<file path="src/rtl/spis_ctrl.sv">
// SPI slave controller: oversampled SCK/CS/MOSI, all four SPI modes, TX/RX FIFOs.
// Define SPIS_MSB_FIRST_EN for MSB-first bit order (default is LSB first).
`timescale 1ns/1ps
module spis_ctrl #(
    parameter int                    DATA_WIDTH = 8,
    parameter int                    FIFO_DEPTH = 4,
    parameter logic [DATA_WIDTH-1:0] DUMMY_WORD = '0
) (
    input  logic                  clk,
    input  logic                  rst_n,
    input  logic                  cfg_en,
    input  logic [1:0]            cfg_mode,
    input  logic                  flag_clr,
    input  logic                  spi_sck,
    input  logic                  spi_cs_n,
    input  logic                  spi_mosi,
    output logic                  spi_miso,
    output logic                  spi_miso_oe,
    input  logic [DATA_WIDTH-1:0] tx_data,
    input  logic                  tx_valid,
    output logic                  tx_ready,
    output logic [DATA_WIDTH-1:0] rx_data,
    output logic                  rx_valid,
    input  logic                  rx_ready,
    output logic                  rx_overflow,
    output logic                  tx_underflow,
    output logic                  busy
);
    // state   | meaning
    // S_IDLE  | wait for CS fall with cfg_en=1, latch mode
    // S_LOAD  | pop TX word (or dummy) into shifter, clear bit counter
    // S_SHIFT | shift/sample on SCK edges until DATA_WIDTH samples
    // S_DONE  | push RX word (or flag overflow), then next word or idle
    localparam logic [1:0] S_IDLE  = 2'd0;
    localparam logic [1:0] S_LOAD  = 2'd1;
    localparam logic [1:0] S_SHIFT = 2'd2;
    localparam logic [1:0] S_DONE  = 2'd3;

    localparam int AW = $clog2(FIFO_DEPTH);
    localparam int CW = $clog2(DATA_WIDTH + 1);
    localparam logic [AW:0] DEPTH_C = (AW+1)'(FIFO_DEPTH);

    logic [2:0]            r_sck_s;
    logic [1:0]            r_cs_s, r_mosi_s;
    logic                  r_cs_d;
    logic [1:0]            r_state;
    logic [CW-1:0]         r_cnt;
    logic                  r_cpol, r_cpha;
    logic [DATA_WIDTH-1:0] r_tx_sh, r_rx_sh;
    logic                  r_miso, r_oe, r_ovf, r_unf;

    logic [DATA_WIDTH-1:0] r_tx_mem [FIFO_DEPTH];
    logic [DATA_WIDTH-1:0] r_rx_mem [FIFO_DEPTH];
    logic [AW-1:0]         r_tx_wr, r_tx_rd, r_rx_wr, r_rx_rd;
    logic [AW:0]           r_tx_cnt, r_rx_cnt;
    logic [DATA_WIDTH-1:0] r_rx_data;

    logic w_sck_rise, w_sck_fall, w_lead, w_trail, w_sample, w_shift;
    logic w_cs_act, w_cs_fall, w_mosi;
    logic w_load, w_done, w_tx_nempty, w_rx_full;
    logic w_tx_push, w_tx_pop, w_rx_push, w_rx_pop;
    logic [AW-1:0]         w_rx_rd_nxt;
    logic [DATA_WIDTH-1:0] w_tx_word, w_tx_shifted, w_sh_next, w_rx_next;
    logic                  w_tx_first, w_sh_first;

    assign w_sck_rise = r_sck_s[1] & ~r_sck_s[2];
    assign w_sck_fall = ~r_sck_s[1] & r_sck_s[2];
    assign w_lead     = r_cpol ? w_sck_fall : w_sck_rise;
    assign w_trail    = r_cpol ? w_sck_rise : w_sck_fall;
    assign w_sample   = r_cpha ? w_trail : w_lead;
    assign w_shift    = r_cpha ? w_lead : w_trail;
    assign w_cs_act   = ~r_cs_s[1];
    assign w_cs_fall  = w_cs_act & r_cs_d;
    assign w_mosi     = r_mosi_s[1];

    assign w_load      = cfg_en & w_cs_act & (r_state == S_LOAD);
    assign w_done      = cfg_en & w_cs_act & (r_state == S_DONE);
    assign w_tx_nempty = (r_tx_cnt != '0);
    assign w_rx_full   = (r_rx_cnt == DEPTH_C);
    assign w_tx_push   = tx_valid & tx_ready;
    assign w_tx_pop    = w_load & w_tx_nempty;
    assign w_rx_push   = w_done & ~w_rx_full;
    assign w_rx_pop    = rx_ready & rx_valid;
    assign w_rx_rd_nxt = r_rx_rd + AW'(1);
    assign w_tx_word   = w_tx_nempty ? r_tx_mem[r_tx_rd] : DUMMY_WORD;

`ifdef SPIS_MSB_FIRST_EN
    assign w_tx_first   = w_tx_word[DATA_WIDTH-1];
    assign w_tx_shifted = {w_tx_word[DATA_WIDTH-2:0], 1'b0};
    assign w_sh_first   = r_tx_sh[DATA_WIDTH-1];
    assign w_sh_next    = {r_tx_sh[DATA_WIDTH-2:0], 1'b0};
    assign w_rx_next    = {r_rx_sh[DATA_WIDTH-2:0], w_mosi};
`else
    assign w_tx_first   = w_tx_word[0];
    assign w_tx_shifted = {1'b0, w_tx_word[DATA_WIDTH-1:1]};
    assign w_sh_first   = r_tx_sh[0];
    assign w_sh_next    = {1'b0, r_tx_sh[DATA_WIDTH-1:1]};
    assign w_rx_next    = {w_mosi, r_rx_sh[DATA_WIDTH-1:1]};
`endif

    always_ff @(posedge clk or negedge rst_n) begin
        if (!rst_n) begin
            r_sck_s  <= '0;
            r_cs_s   <= 2'b11;
            r_mosi_s <= '0;
            r_cs_d   <= 1'b1;
        end else begin
            r_sck_s  <= {r_sck_s[1:0], spi_sck};
            r_cs_s   <= {r_cs_s[0], spi_cs_n};
            r_mosi_s <= {r_mosi_s[0], spi_mosi};
            r_cs_d   <= r_cs_s[1];
        end
    end

    always_ff @(posedge clk or negedge rst_n) begin
        if (!rst_n) begin
            r_state <= S_IDLE;
            r_cnt   <= '0;
            r_cpol  <= 1'b0;
            r_cpha  <= 1'b0;
            r_tx_sh <= '0;
            r_rx_sh <= '0;
            r_miso  <= 1'b0;
            r_oe    <= 1'b0;
        end else begin
            r_oe <= cfg_en & w_cs_act & (r_state != S_IDLE);
            if (!cfg_en) begin
                r_state <= S_IDLE;
                r_cnt   <= '0;
                r_tx_sh <= '0;
                r_rx_sh <= '0;
                r_miso  <= 1'b0;
            end else if ((r_state != S_IDLE) && !w_cs_act) begin
                r_state <= S_IDLE;
                r_cnt   <= '0;
            end else begin
                case (r_state)
                    S_IDLE: if (w_cs_fall) begin
                        {r_cpol, r_cpha} <= cfg_mode;
                        r_state          <= S_LOAD;
                    end
                    S_LOAD: begin
                        if (r_cpha) begin
                            r_tx_sh <= w_tx_word;
                        end else begin
                            r_miso  <= w_tx_first;
                            r_tx_sh <= w_tx_shifted;
                        end
                        r_cnt   <= '0;
                        r_state <= S_SHIFT;
                    end
                    S_SHIFT: begin
                        // CPHA=0: the trailing edge after the last sample belongs to the
                        // previous word; bit 0 of this word was already driven from LOAD.
                        if (w_shift && (r_cpha || (r_cnt != '0))) begin
                            r_miso  <= w_sh_first;
                            r_tx_sh <= w_sh_next;
                        end
                        if (w_sample) begin
                            r_rx_sh <= w_rx_next;
                            r_cnt   <= r_cnt + CW'(1);
                            if (r_cnt == CW'(DATA_WIDTH - 1))
                                r_state <= S_DONE;
                        end
                    end
                    default: r_state <= S_LOAD;
                endcase
            end
        end
    end

    always_ff @(posedge clk or negedge rst_n) begin
        if (!rst_n) begin
            r_unf <= 1'b0;
            r_ovf <= 1'b0;
        end else begin
            if (w_load && !w_tx_nempty) r_unf <= 1'b1;
            else if (flag_clr)          r_unf <= 1'b0;
            if (w_done && w_rx_full)    r_ovf <= 1'b1;
            else if (flag_clr)          r_ovf <= 1'b0;
        end
    end

    always_ff @(posedge clk) begin
        if (w_tx_push) r_tx_mem[r_tx_wr] <= tx_data;
        if (w_rx_push) r_rx_mem[r_rx_wr] <= r_rx_sh;
    end

    always_ff @(posedge clk or negedge rst_n) begin
        if (!rst_n) begin
            r_tx_wr   <= '0;
            r_tx_rd   <= '0;
            r_tx_cnt  <= '0;
            r_rx_wr   <= '0;
            r_rx_rd   <= '0;
            r_rx_cnt  <= '0;
            r_rx_data <= '0;
        end else begin
            if (w_tx_push) r_tx_wr <= r_tx_wr + AW'(1);
            if (w_tx_pop)  r_tx_rd <= r_tx_rd + AW'(1);
            case ({w_tx_push, w_tx_pop})
                2'b10:   r_tx_cnt <= r_tx_cnt + (AW+1)'(1);
                2'b01:   r_tx_cnt <= r_tx_cnt - (AW+1)'(1);
                default: r_tx_cnt <= r_tx_cnt;
            endcase
            if (w_rx_push) r_rx_wr <= r_rx_wr + AW'(1);
            if (w_rx_pop)  r_rx_rd <= w_rx_rd_nxt;
            case ({w_rx_push, w_rx_pop})
                2'b10:   r_rx_cnt <= r_rx_cnt + (AW+1)'(1);
                2'b01:   r_rx_cnt <= r_rx_cnt - (AW+1)'(1);
                default: r_rx_cnt <= r_rx_cnt;
            endcase
            // Head register follows the entry that will be at the read pointer next cycle.
            if (w_rx_pop && (r_rx_cnt > (AW+1)'(1)))
                r_rx_data <= r_rx_mem[w_rx_rd_nxt];
            else if (w_rx_push && ((r_rx_cnt == '0) || w_rx_pop))
                r_rx_data <= r_rx_sh;
        end
    end

    assign spi_miso     = r_miso;
    assign spi_miso_oe  = r_oe;
    assign tx_ready     = (r_tx_cnt != DEPTH_C);
    assign rx_valid     = (r_rx_cnt != '0);
    assign rx_data      = r_rx_data;
    assign rx_overflow  = r_ovf;
    assign tx_underflow = r_unf;
    assign busy         = (r_state != S_IDLE);
endmodule

</file>
<file path="config.mk">
export PLATFORM = sky130hd
export DESIGN_NAME = spis_ctrl
export DESIGN_NICKNAME = d
export VERILOG_FILES = /design/src/rtl/spis_ctrl.sv
export SDC_FILE = /design/constraint.sdc
export NUM_CORES = 1
export LEC_CHECK = 0
export ABC_AREA = 1
export CAP_MARGIN = 20
export CORE_ASPECT_RATIO = 0.9
export CORE_UTILIZATION = 50
export CTS_BUF_LIST = sky130_fd_sc_hd__clkbuf_16
export DETAILED_ROUTE_END_ITERATION = 7
export PLACE_DENSITY_LB_ADDON = 0.2
export SLEW_MARGIN = 10
export SYNTH_ARGS = -nofsm -noshare
export SYNTH_HDL_FRONTEND = slang
export SYNTH_SLANG_ARGS = --single-unit
</file>
<file path="constraint.sdc">
create_clock -name clk -period 1.8 [get_ports clk]
set_input_delay 0.36 -clock clk [delete_from_list [all_inputs] [get_ports clk]]
set_output_delay 0.36 -clock clk [all_outputs]
set_load 0.1 [all_outputs]
</file>
==> flow_metrics.tcl <==
set metrics [dict create \
    clock.fmax_mhz 546 \
    fin_crit_ns 1.83 \
    tightest_slew_ns 0.542 \
    dp_hpwl_mm 8.01 \
    fin_setup_tns_ns -0.0318 \
    final_nets 719 \
    ys_types 33 \
    run_status "finished, violations left" \
    io-pin-count 34 \
    cts_root_buf "clkbuf_16" \
    synth_edf_count 64 \
    vias_per_cell 4.99 \
    hold_path_end "r_mosi_s[1]" \
    diodes 0 \
    holdPathStages 0 \
    stdcell_area_um2 7520 \
    crit_path_end_kind "output port" \
    start_util_pct 51.8 \
    cp.arrival_ns 1.47 \
    clock-sinks 122 \
    regToRegEndpoint "r_tx_cnt[2]" \
    core_area_um2 10900 \
    clock_skew_ns 0.00870 \
    grt_pass1_wl_mm 18.7 \
    cts_buffer_depth 2 \
    htree_levels 4 \
    synth_area_um2 5640 \
    nFillCells 827 \
    p_per_area_nw_per_um2 1670 \
    synth_top_flop_cell "edfxtp_1" \
    area_growth_pct 33.4 \
    fp.dieH_um 103 \
    drt_iter0_drc 266 \
    hp-class "register to register" \
    final_max_slew_viol_count 0 \
    yosys.area.top_type "edfxtp_1" \
    drt-pass1-iter-count 6 \
    synth_seq_cells 122 \
    syn-num-nets 622 \
    fin_ws_ns -0.0316 \
    cts_made_buffers 17 \
    dp.cells 801 \
    hp-start "r_mosi_s[0]" \
    p_leak_nw 3.32 \
    r2r_start "r_cs_s[1]" \
    die_w_um 114 \
    stdcell_count 843 \
    antenna_found_initial 0 \
    critPathRequiredTime_ns 1.44 \
    numPortBuffers 33 \
    r2r_cells 10 \
    final_common_cell "nand2_1" \
    rsz0062_at_grt "yes" \
    grt_max_degree 24 \
    finalHoldViolations 0 \
    synthArstFlopShare_pct 47.5 \
    routabilityCongestion 0.855 \
    yosysWarnings 0 \
    grt_overflow 0 \
    drive_above_1_share_pct 24.0 \
    violations "negative setup slack" \
    cts_tree "done" \
    critPathKind "register to output port" \
    ys_seq_area_share_pct 59.9 \
    relSlewSlack_pct 63.9 \
    reg2reg_slack_ns 0 \
    setup_violations 2 \
    synth_top_area_share_pct 34.1 \
    avgSynthCellArea_um2 9.71 \
    layout_common_cells "139 x nand2_1, 64 x edfxtp_1, 55 x dfrtp_1" \
    finalCritPeriodShare_pct 102 \
    num_vias 4210 \
    path_clk_slew_ns 0.06 \
    total_power_mw 12.6 \
    drc_errors 0 \
    cp-start-kind "register" \
    postRouteAntennaNets 0 \
    max_cap_viol_count 0 \
    dpl_cell_area_um2 6770 \
    yosys-top-cells-area "edfxtp_1 34%, dfrtp_1 24%, nand2_1 9.5%" \
    vdd_drop_max_v 0.00105 \
    wl_per_cell_um 13.6 \
    grt_pass1_vias 4005 \
    cp_max_fo 3 \
    die_area_um2 11700 \
    rows 36 \
    grt_usage_pct 21.2 \
    wl_mm 11.5 \
    clock_latency_ns 0.41 \
    syn_inst 581 \
]
==> synthesized netlist by cell type, types with 3 or more instances <==
cell type,count
nand2_1,143
nor2_1,66
edfxtp_1,64
inv_1,64
dfrtp_1,55
nand3_1,44
o21ai_0,35
ha_1,21
o21ai_1,14
buf_2,10
a21oi_1,9
xor2_1,8
inv_2,6
o22ai_1,5
a22oi_1,4
nand2_2,4
nand4_1,4
dfstp_2,3
xnor2_1,3
==> worst max path at each step <==
stage          cells after the start           to       start  slack (ns)
6_report                           6         busy  r_state[0]       -0.03
5_1_grt                           14   r_tx_sh[3]  r_state[0]       -0.11
4_1_cts                            6         busy  r_state[0]       -0.05
3_5_place_dp                      12  r_tx_cnt[2]      cfg_en       -0.46
3_3_place_gp                      12  r_tx_cnt[2]      cfg_en       -0.40
2_1_floorplan                     13   r_tx_sh[5]  r_state[1]       -0.28
==> stage by stage <==
stage	hold slack [ns]	util [%]	setup slack [ns]
3_3_place_gp	0.333	62.1	-0.400
4_1_cts	0.338	67.8	-0.0540
5_1_grt	0.348	69.0	-0.110
6_report	0.347	69.0	-0.0316
2_1_floorplan	0.0644	-	-0.277
3_5_place_dp	0.335	62.1	-0.463
==> flip-flops by register name, indices dropped and copies added (netlist names) <==
| name | flops |
|---|---|
| r_tx_mem | 32 |
| r_rx_cnt | 3 |
| r_rx_sh | 8 |
| r_cpol | 1 |
| rx_data | 8 |
| r_rx_mem | 32 |
| rx_overflow | 1 |
| r_sck_s | 3 |
| spi_miso | 1 |
| tx_underflow | 1 |
| r_cnt | 4 |
| r_mosi_s | 2 |
| r_cs_d | 1 |
| spi_miso_oe | 1 |
| r_rx_wr | 2 |
| r_tx_rd | 2 |
| r_tx_cnt | 3 |
| r_cpha | 1 |
| r_tx_sh | 8 |
| r_cs_s | 2 |
| r_rx_rd | 2 |
| r_tx_wr | 2 |
| r_state | 2 |
==> kinds of logic (layout without fill, tap and decap cells) <==
logic type / after synthesis / count (layout) / synth area share [%]
XOR/XNOR: 11 / 11 / 1.71
buffers and inverters: 85 / 194 / 6.01
adder cells (fa/ha/maj): 22 / 22 / 5.01
AO/OA/AOI/OAI: 72 / 72 / 7.25
flip-flops: 122 / 122 / 59.9
AND/OR/NAND/NOR: 269 / 270 / 20.2
==> timing repair <==
item,in CTS,in global routing
buffers inserted,4,4
gates resized for setup,8,31
hold buffers,1,0
endpoints found under the setup margin,3,24
gates cloned,0,1
pin swaps,2,13
hold endpoints to repair,18,0
==> worst max-delay path, stage by stage, from the launching register on <==
cell	delay, ns
dfrtp_1	0.39
buf_6	0.13
inv_4	0.05
ha_4	0.14
clkinvlp_4	0.08
buf_6	0.12
buf_12	0.15
==> power by group <==
part / total, mW / internal [mW] / leakage (nW) / switching (mW)
clock: 3.22 / 1.92 / 0.273 / 1.30
combinational: 5.45 / 2.09 / 1.77 / 3.36
sequential: 3.92 / 3.49 / 1.28 / 0.428
total: 12.6 / 7.51 / 3.32 / 5.09
==> routing by layer <==
metal / wire, um / up-vias / global-route usage (%) / part of all wire (%)
li1: - / 2097 / - / -
met2: 5870 / 92 / 35.7 / 51
met1: 4980 / 2004 / 26.3 / 43
met3: 474 / 17 / 4.47 / 4.1
met4: 164 / 0 / 10.4 / 1.4
met5: 0 / - / 0 / 0
==> layout make-up <==
type                    count  area, um^2  share of cell area, %
well taps                 152         190                   2.53
clock inverters            15         140                   1.86
flip-flops and latches    122        3380                   44.9
repair buffers             90         983                   13.1
inverters                  72         282                   3.74
clock buffers              17         425                   5.65
multi-input cells         375        2130                   28.3
(Power assumes the default switching activity.)
